$ cat src/rtl/shift_reg_pkg.sv
// Shared definitions for the universal shift register.
// Provides the 3-bit operation encodings used by the top-level mode port and
// by the barrel shifter's op input.
package shift_reg_pkg;

    typedef logic [2:0] mode_t;

    localparam mode_t MODE_HOLD = 3'b000;
    localparam mode_t MODE_SHL  = 3'b001;
    localparam mode_t MODE_SHR  = 3'b010;
    localparam mode_t MODE_ROL  = 3'b011;
    localparam mode_t MODE_ROR  = 3'b100;
    localparam mode_t MODE_ASR  = 3'b101;
    localparam mode_t MODE_LOAD = 3'b110;
    localparam mode_t MODE_SER  = 3'b111;

endpackage

$ cat src/rtl/shift_reg_barrel.sv
// Combinational multi-bit shifter/rotator.
// Ports:
//   data     - current register value
//   k        - shift amount (already clamped by the caller)
//   op       - MODE_SHL/SHR/ROL/ROR/ASR; anything else passes data through
//   fill     - fill bit for logical shifts
//   next     - shifted/rotated value
//   out_bit  - last bit shifted or rotated out (meaningless when k == 0)
module shift_reg_barrel
    import shift_reg_pkg::*;
#(
    parameter int unsigned WIDTH = 8,
    parameter int unsigned AW    = 3
) (
    input  logic [WIDTH-1:0] data,
    input  logic [AW-1:0]    k,
    input  mode_t            op,
    input  logic             fill,
    output logic [WIDTH-1:0] next,
    output logic             out_bit
);

    int unsigned      ki;
    logic [WIDTH-1:0] lo_mask;   // low k bits set
    logic [WIDTH-1:0] hi_mask;   // high k bits set
    logic [WIDTH-1:0] left_out;  // bit 0 holds data[WIDTH-k]
    logic [WIDTH-1:0] right_out; // bit 0 holds data[k-1]

    always_comb begin
        ki        = 32'(k);
        lo_mask   = ~({WIDTH{1'b1}} << k);
        hi_mask   = ~({WIDTH{1'b1}} >> k);
        left_out  = data >> (WIDTH - ki);
        right_out = (ki == 0) ? '0 : (data >> (ki - 1));
        next      = data;
        out_bit   = 1'b0;
        unique case (op)
            MODE_SHL: begin
                next    = (data << k) | ({WIDTH{fill}} & lo_mask);
                out_bit = left_out[0];
            end
            MODE_SHR: begin
                next    = (data >> k) | ({WIDTH{fill}} & hi_mask);
                out_bit = right_out[0];
            end
            MODE_ROL: begin
                next    = (data << k) | (data >> (WIDTH - ki));
                out_bit = left_out[0];
            end
            MODE_ROR: begin
                next    = (data >> k) | (data << (WIDTH - ki));
                out_bit = right_out[0];
            end
            MODE_ASR: begin
                next    = (data >> k) | ({WIDTH{data[WIDTH-1]}} & hi_mask);
                out_bit = right_out[0];
            end
            default: begin
                next    = data;
                out_bit = 1'b0;
            end
        endcase
    end

endmodule

$ cat src/rtl/shift_reg_univ.sv
// Parametrised universal shift register with a built-in serializer.
// Ports:
//   clk, rst   - rising-edge clock, synchronous active-high reset
//   en         - clock enable (done still self-clears when low)
//   mode       - operation select (shift_reg_pkg MODE_*)
//   amt        - shift/rotate amount, clamped to MAX_SHIFT
//   prl_in     - parallel load data
//   srl_in     - serial fill / capture bit
//   msb_first  - serializer direction, latched at SER
//   out        - register contents
//   srl_out    - last bit shifted or rotated out
//   busy       - serializer active
//   done       - one-cycle pulse at serializer completion
module shift_reg_univ
    import shift_reg_pkg::*;
#(
    parameter  int unsigned WIDTH     = 8,
    parameter  int unsigned MAX_SHIFT = WIDTH - 1,
    localparam int unsigned AW        = $clog2(MAX_SHIFT + 1)
) (
    input  logic             clk,
    input  logic             rst,
    input  logic             en,
    input  logic [2:0]       mode,
    input  logic [AW-1:0]    amt,
    input  logic [WIDTH-1:0] prl_in,
    input  logic             srl_in,
    input  logic             msb_first,
    output logic [WIDTH-1:0] out,
    output logic             srl_out,
    output logic             busy,
    output logic             done
);

    localparam int unsigned    CW       = $clog2(WIDTH + 1);
    localparam logic [AW-1:0]  MAX_K    = AW'(MAX_SHIFT);
    localparam logic [CW-1:0]  LAST_CNT = CW'(WIDTH - 1);

    logic [WIDTH-1:0] out_q, out_d;
    logic             srl_q, srl_d;
    logic             busy_q, busy_d;
    logic             done_q, done_d;
    logic             msb_q, msb_d;
    logic [CW-1:0]    cnt_q, cnt_d;

    logic [AW-1:0]    k_clamp;
    logic [AW-1:0]    bar_k;
    mode_t            bar_op;
    logic [WIDTH-1:0] bar_next;
    logic             bar_bit;

    assign k_clamp = (amt > MAX_K) ? MAX_K : amt;

    // The serializer reuses the barrel with a single-bit shift toward the output end.
    always_comb begin
        bar_k  = k_clamp;
        bar_op = mode;
        if (busy_q) begin
            bar_k  = AW'(1);
            bar_op = msb_q ? MODE_SHL : MODE_SHR;
        end
    end

    shift_reg_barrel #(
        .WIDTH (WIDTH),
        .AW    (AW)
    ) u_barrel (
        .data    (out_q),
        .k       (bar_k),
        .op      (bar_op),
        .fill    (srl_in),
        .next    (bar_next),
        .out_bit (bar_bit)
    );

    always_comb begin
        out_d  = out_q;
        srl_d  = srl_q;
        busy_d = busy_q;
        done_d = 1'b0;
        msb_d  = msb_q;
        cnt_d  = cnt_q;
        if (en) begin
            if (busy_q) begin
                out_d = bar_next;
                srl_d = bar_bit;
                cnt_d = cnt_q + CW'(1);
                if (cnt_q == LAST_CNT) begin
                    busy_d = 1'b0;
                    done_d = 1'b1;
                end
            end else begin
                unique case (mode)
                    MODE_HOLD: ;
                    MODE_SHL, MODE_SHR, MODE_ROL, MODE_ROR, MODE_ASR: begin
                        if (k_clamp != '0) begin
                            out_d = bar_next;
                            srl_d = bar_bit;
                        end
                    end
                    MODE_LOAD: out_d = prl_in;
                    MODE_SER: begin
                        out_d  = prl_in;
                        busy_d = 1'b1;
                        cnt_d  = '0;
                        msb_d  = msb_first;
                    end
                    default: ;
                endcase
            end
        end
    end

    always_ff @(posedge clk) begin
        if (rst) begin
            out_q  <= '0;
            srl_q  <= 1'b0;
            busy_q <= 1'b0;
            done_q <= 1'b0;
            msb_q  <= 1'b0;
            cnt_q  <= '0;
        end else begin
            out_q  <= out_d;
            srl_q  <= srl_d;
            busy_q <= busy_d;
            done_q <= done_d;
            msb_q  <= msb_d;
            cnt_q  <= cnt_d;
        end
    end

    assign out     = out_q;
    assign srl_out = srl_q;
    assign busy    = busy_q;
    assign done    = done_q;

endmodule

$ cat config.mk
export PLATFORM = sky130hd
export DESIGN_NAME = shift_reg_univ
export DESIGN_NICKNAME = d
export VERILOG_FILES = /design/src/rtl/shift_reg_pkg.sv /design/src/rtl/shift_reg_barrel.sv /design/src/rtl/shift_reg_univ.sv
export SDC_FILE = /design/constraint.sdc
export NUM_CORES = 1
export LEC_CHECK = 0
export BUFFER_PORTS_ARGS = -buffer_cell sky130_fd_sc_hd__buf_2
export CORE_MARGIN = 4
export CORE_UTILIZATION = 53
export CTS_CLUSTER_SIZE = 28
export DETAILED_ROUTE_END_ITERATION = 6
export PLACE_DENSITY = 0.77
export SYNTH_ARGS = -nofsm -noshare
export SYNTH_HDL_FRONTEND = slang
export SYNTH_HIERARCHICAL = 1
export SYNTH_SLANG_ARGS = --single-unit
$ cat constraint.sdc
create_clock -name clk -period 3.2 [get_ports clk]
set_input_delay 0.48 -clock clk [delete_from_list [all_inputs] [get_ports clk]]
set_output_delay 0.48 -clock clk [all_outputs]
set_load 0.02 [all_outputs]
==> results.md <==
- synthesized flop and latch total: 16
- Pwr per Cell Area: 328 mW/mm2
- Core Box Area: 0.00403 mm2
- post-route minimum period: 2700 ps
- antenna viol nets, final: 0
- worst path setup slack after routing: 501 ps
- Skew-Pair Late Insertion Delay: 250 ps
- sink count of the clock tree: 16
- Mean Syn Cell Area: 8.03 um2
- effective utilization at floorplan: 0.548
- final instance area: 0.00242 mm2
- vias in the first global route: 2,261
- status: finished clean
- area of the mapped netlist: 0.00221 mm2
- cts-stage hold buffer count: 0
- Worst slew margin: 0.384
- clock transition at the registers of the reported paths: 60 ps
- area fraction of the dominant cell type after synthesis: 0.145
- pin slew with the least headroom to its limit: 925 ps
- total wirelength of the detailed-routed design: 6950 um
- gate count after technology mapping: 275
- cell area reported after detailed placement: 0.00238 mm2
- most frequent cells after synthesis: nor2_1 (28), mux2i_1 (26), nand2_1 (20)
- routed length per placed instance: 20.0 um
- CTS tree: built
- worst setup path category: reg2reg
- top-level port count: 30
- pin count of the biggest net entering global routing: 35
- final estimated routing congestion in global placement: 1.02
- sequential element share of the synthesized area: 0.145
- Pwr Total: 0.793 mW
- Worst EP arrival: 2790 ps
- Syn-to-layout area delta: 9.52%
- count of endpoints failing setup in the final report: 0
- count of maximum capacitance violations: 0
- root buffer selected by CTS: clkbuf_8
- ranking of synthesized cells by area: dfxtp_1 (15%), mux2i_1 (12%), mux4_2 (6.1%)
- ratio of final minimum period to clock period: 0.843
- net count after synthesis: 299
- worst setup slack after placement: 312 ps
- maximum fanout count along the critical path: 8
- LEAKAGE: 1.01 nW
- fraction of registers with async set or reset after synthesis: 0
- count of instances resized after the clock tree is built: 0
- Worst setup EP type: flop
- final hold vios: 0
- number of rows created at floorplan: 23
- final-stage net count: 324
- total routing resource utilization after global routing: 0.266
- largest clock skew in the final design: 3.47 ps
- dominant register cell in the synthesized netlist: dfxtp_1
- EDFF count, synth: 0
- Yosys warnings: 6
- iteration-0 DRC count of the detailed router: 371
- library cell with the largest summed area after synthesis: dfxtp_1
- final number of max-transition violations: 0
- Vert. Die Dim: 72.6 um
- Final HPWL DP: 5240 um
- number of clock buffers inserted by TritonCTS: 3
- DR pass1 iterations: 5
- first-pass GRT wire length: 11,100 um
- Setup TNS: 0 ps
- die width: 72.6 um
- type of the most critical hold path: in2reg
- RSZ-0062 raised after global routing: no
- number of diodes added for antenna fixing: 0
- peak supply drop: 0.357 mV
- Max clock buf depth: 2
- startpoint types: flop
- via count: 2,371
- maximum clock rate: 371 MHz
- gr ovfl total: 0
- count of port buffers added during placement: 29
- unique cell type count in the Yosys netlist: 60
- CP required: 3290 ps
- # Post-CTS Setup Buffers: 0
- H-tree lvl count: 1
- Die ar.: 0.00526 mm2
- Vias per Instance: 6.81
- Remaining DRCs: 0
- dominant cell by count in the synthesized netlist: nor2_1
- initial antenna violation count: 0
- fraction of final layout cells sized beyond drive strength 1: 0.279
stage by stage:
stage	std cells	utilization	hold WS [ps]
final	348	0.600	475
after global routing	348	0.600	497
after CTS	348	0.600	476
after detailed placement	345	0.590	485
after global placement	345	0.590	462
after floorplan	275	-	442
cells in the final DEF (no fill, tap or decap), types with 2 or more instances in the layout:
cell type,count
a31oi_1,6
mux2i_1,26
o221ai_1,3
nor4_1,2
a211oi_2,8
nor2_1,28
mux2_4,5
buf_2,29
nand3b_1,2
mux2_2,7
dfxtp_1,16
mux4_2,6
a211oi_1,7
a211o_1,2
a32oi_1,3
ha_1,5
clkbuf_8,3
o21ai_0,10
a21oi_1,13
nor2_2,2
nor2b_1,4
nand3_1,9
buf_4,14
a22oi_1,3
o21ai_1,2
or3_1,5
nand2b_1,8
and2b_2,3
inv_1,6
nor3_1,8
o22ai_1,2
nand2_1,20
o211ai_1,4
o32ai_1,2
worst max-delay path: stages (launching register included):
cell	delay [ps]
dfxtp_1	340
or2_2	320
inv_1	90
ha_1	360
mux2_4	370
mux2i_1	200
and2_1	160
o32ai_1	80
a221o_1	340
mux2i_1	170
a211oi_2	90
path summary, 6_finish.rpt:
check / slack, ps / cells past startpoint / end / start
setup / recovery: 500 / 10 / out[7]$_SDFFE_PP0P_ / busy$_SDFFE_PP0P_
hold / removal: 480 / 3 / msb_q$_SDFFE_PP0P_ / msb_first
setup reg to reg: 500 / 10 / out[7]$_SDFFE_PP0P_ / busy$_SDFFE_PP0P_
hold reg to reg: 500 / 2 / srl_out$_SDFFE_PP0P_ / srl_out$_SDFFE_PP0P_
power by group:
part	internal [mW]	total, mW	switching, mW	leakage (nW)
clock network	0.0833	0.145	0.0621	0.0216
registers	0.211	0.245	0.0344	0.131
logic	0.173	0.402	0.229	0.860
total	0.467	0.793	0.325	1.01
routing by layer:
metal	up-vias	GRT usage	routed length (um)
met5	-	0	0
met4	0	0.0881	127
met3	16	0.0402	711
met2	166	0.449	3340
met1	1104	0.345	2780
li1	1085	-	-
final cells by class:
class / instances / area [um2]
clock buffers: 3 / 41.3
repair buffers: 43 / 250
multi-input cells: 228 / 1710
flip-flops and latches: 16 / 320
fillers: 393 / 1610
well taps: 50 / 62.6
inverters: 8 / 30.0
cell families after synthesis:
kind of cell | count (synthesis) | share of synthesized area
adders and majority gates | 5 | 0.0283
buffers and inverters | 31 | 0.0787
DFF | 16 | 0.145
AOI/OAI and AO/OA | 79 | 0.270
and+or+nand+nor | 100 | 0.229
muxes | 44 | 0.249
flip-flops by register name (all words and copies together), names as in the netlist:
register and cells:
out 8, busy 1, done 1, msb_q 1, cnt_q 4, srl_out 1
Note: power is estimated with default switching activity, not from simulation.
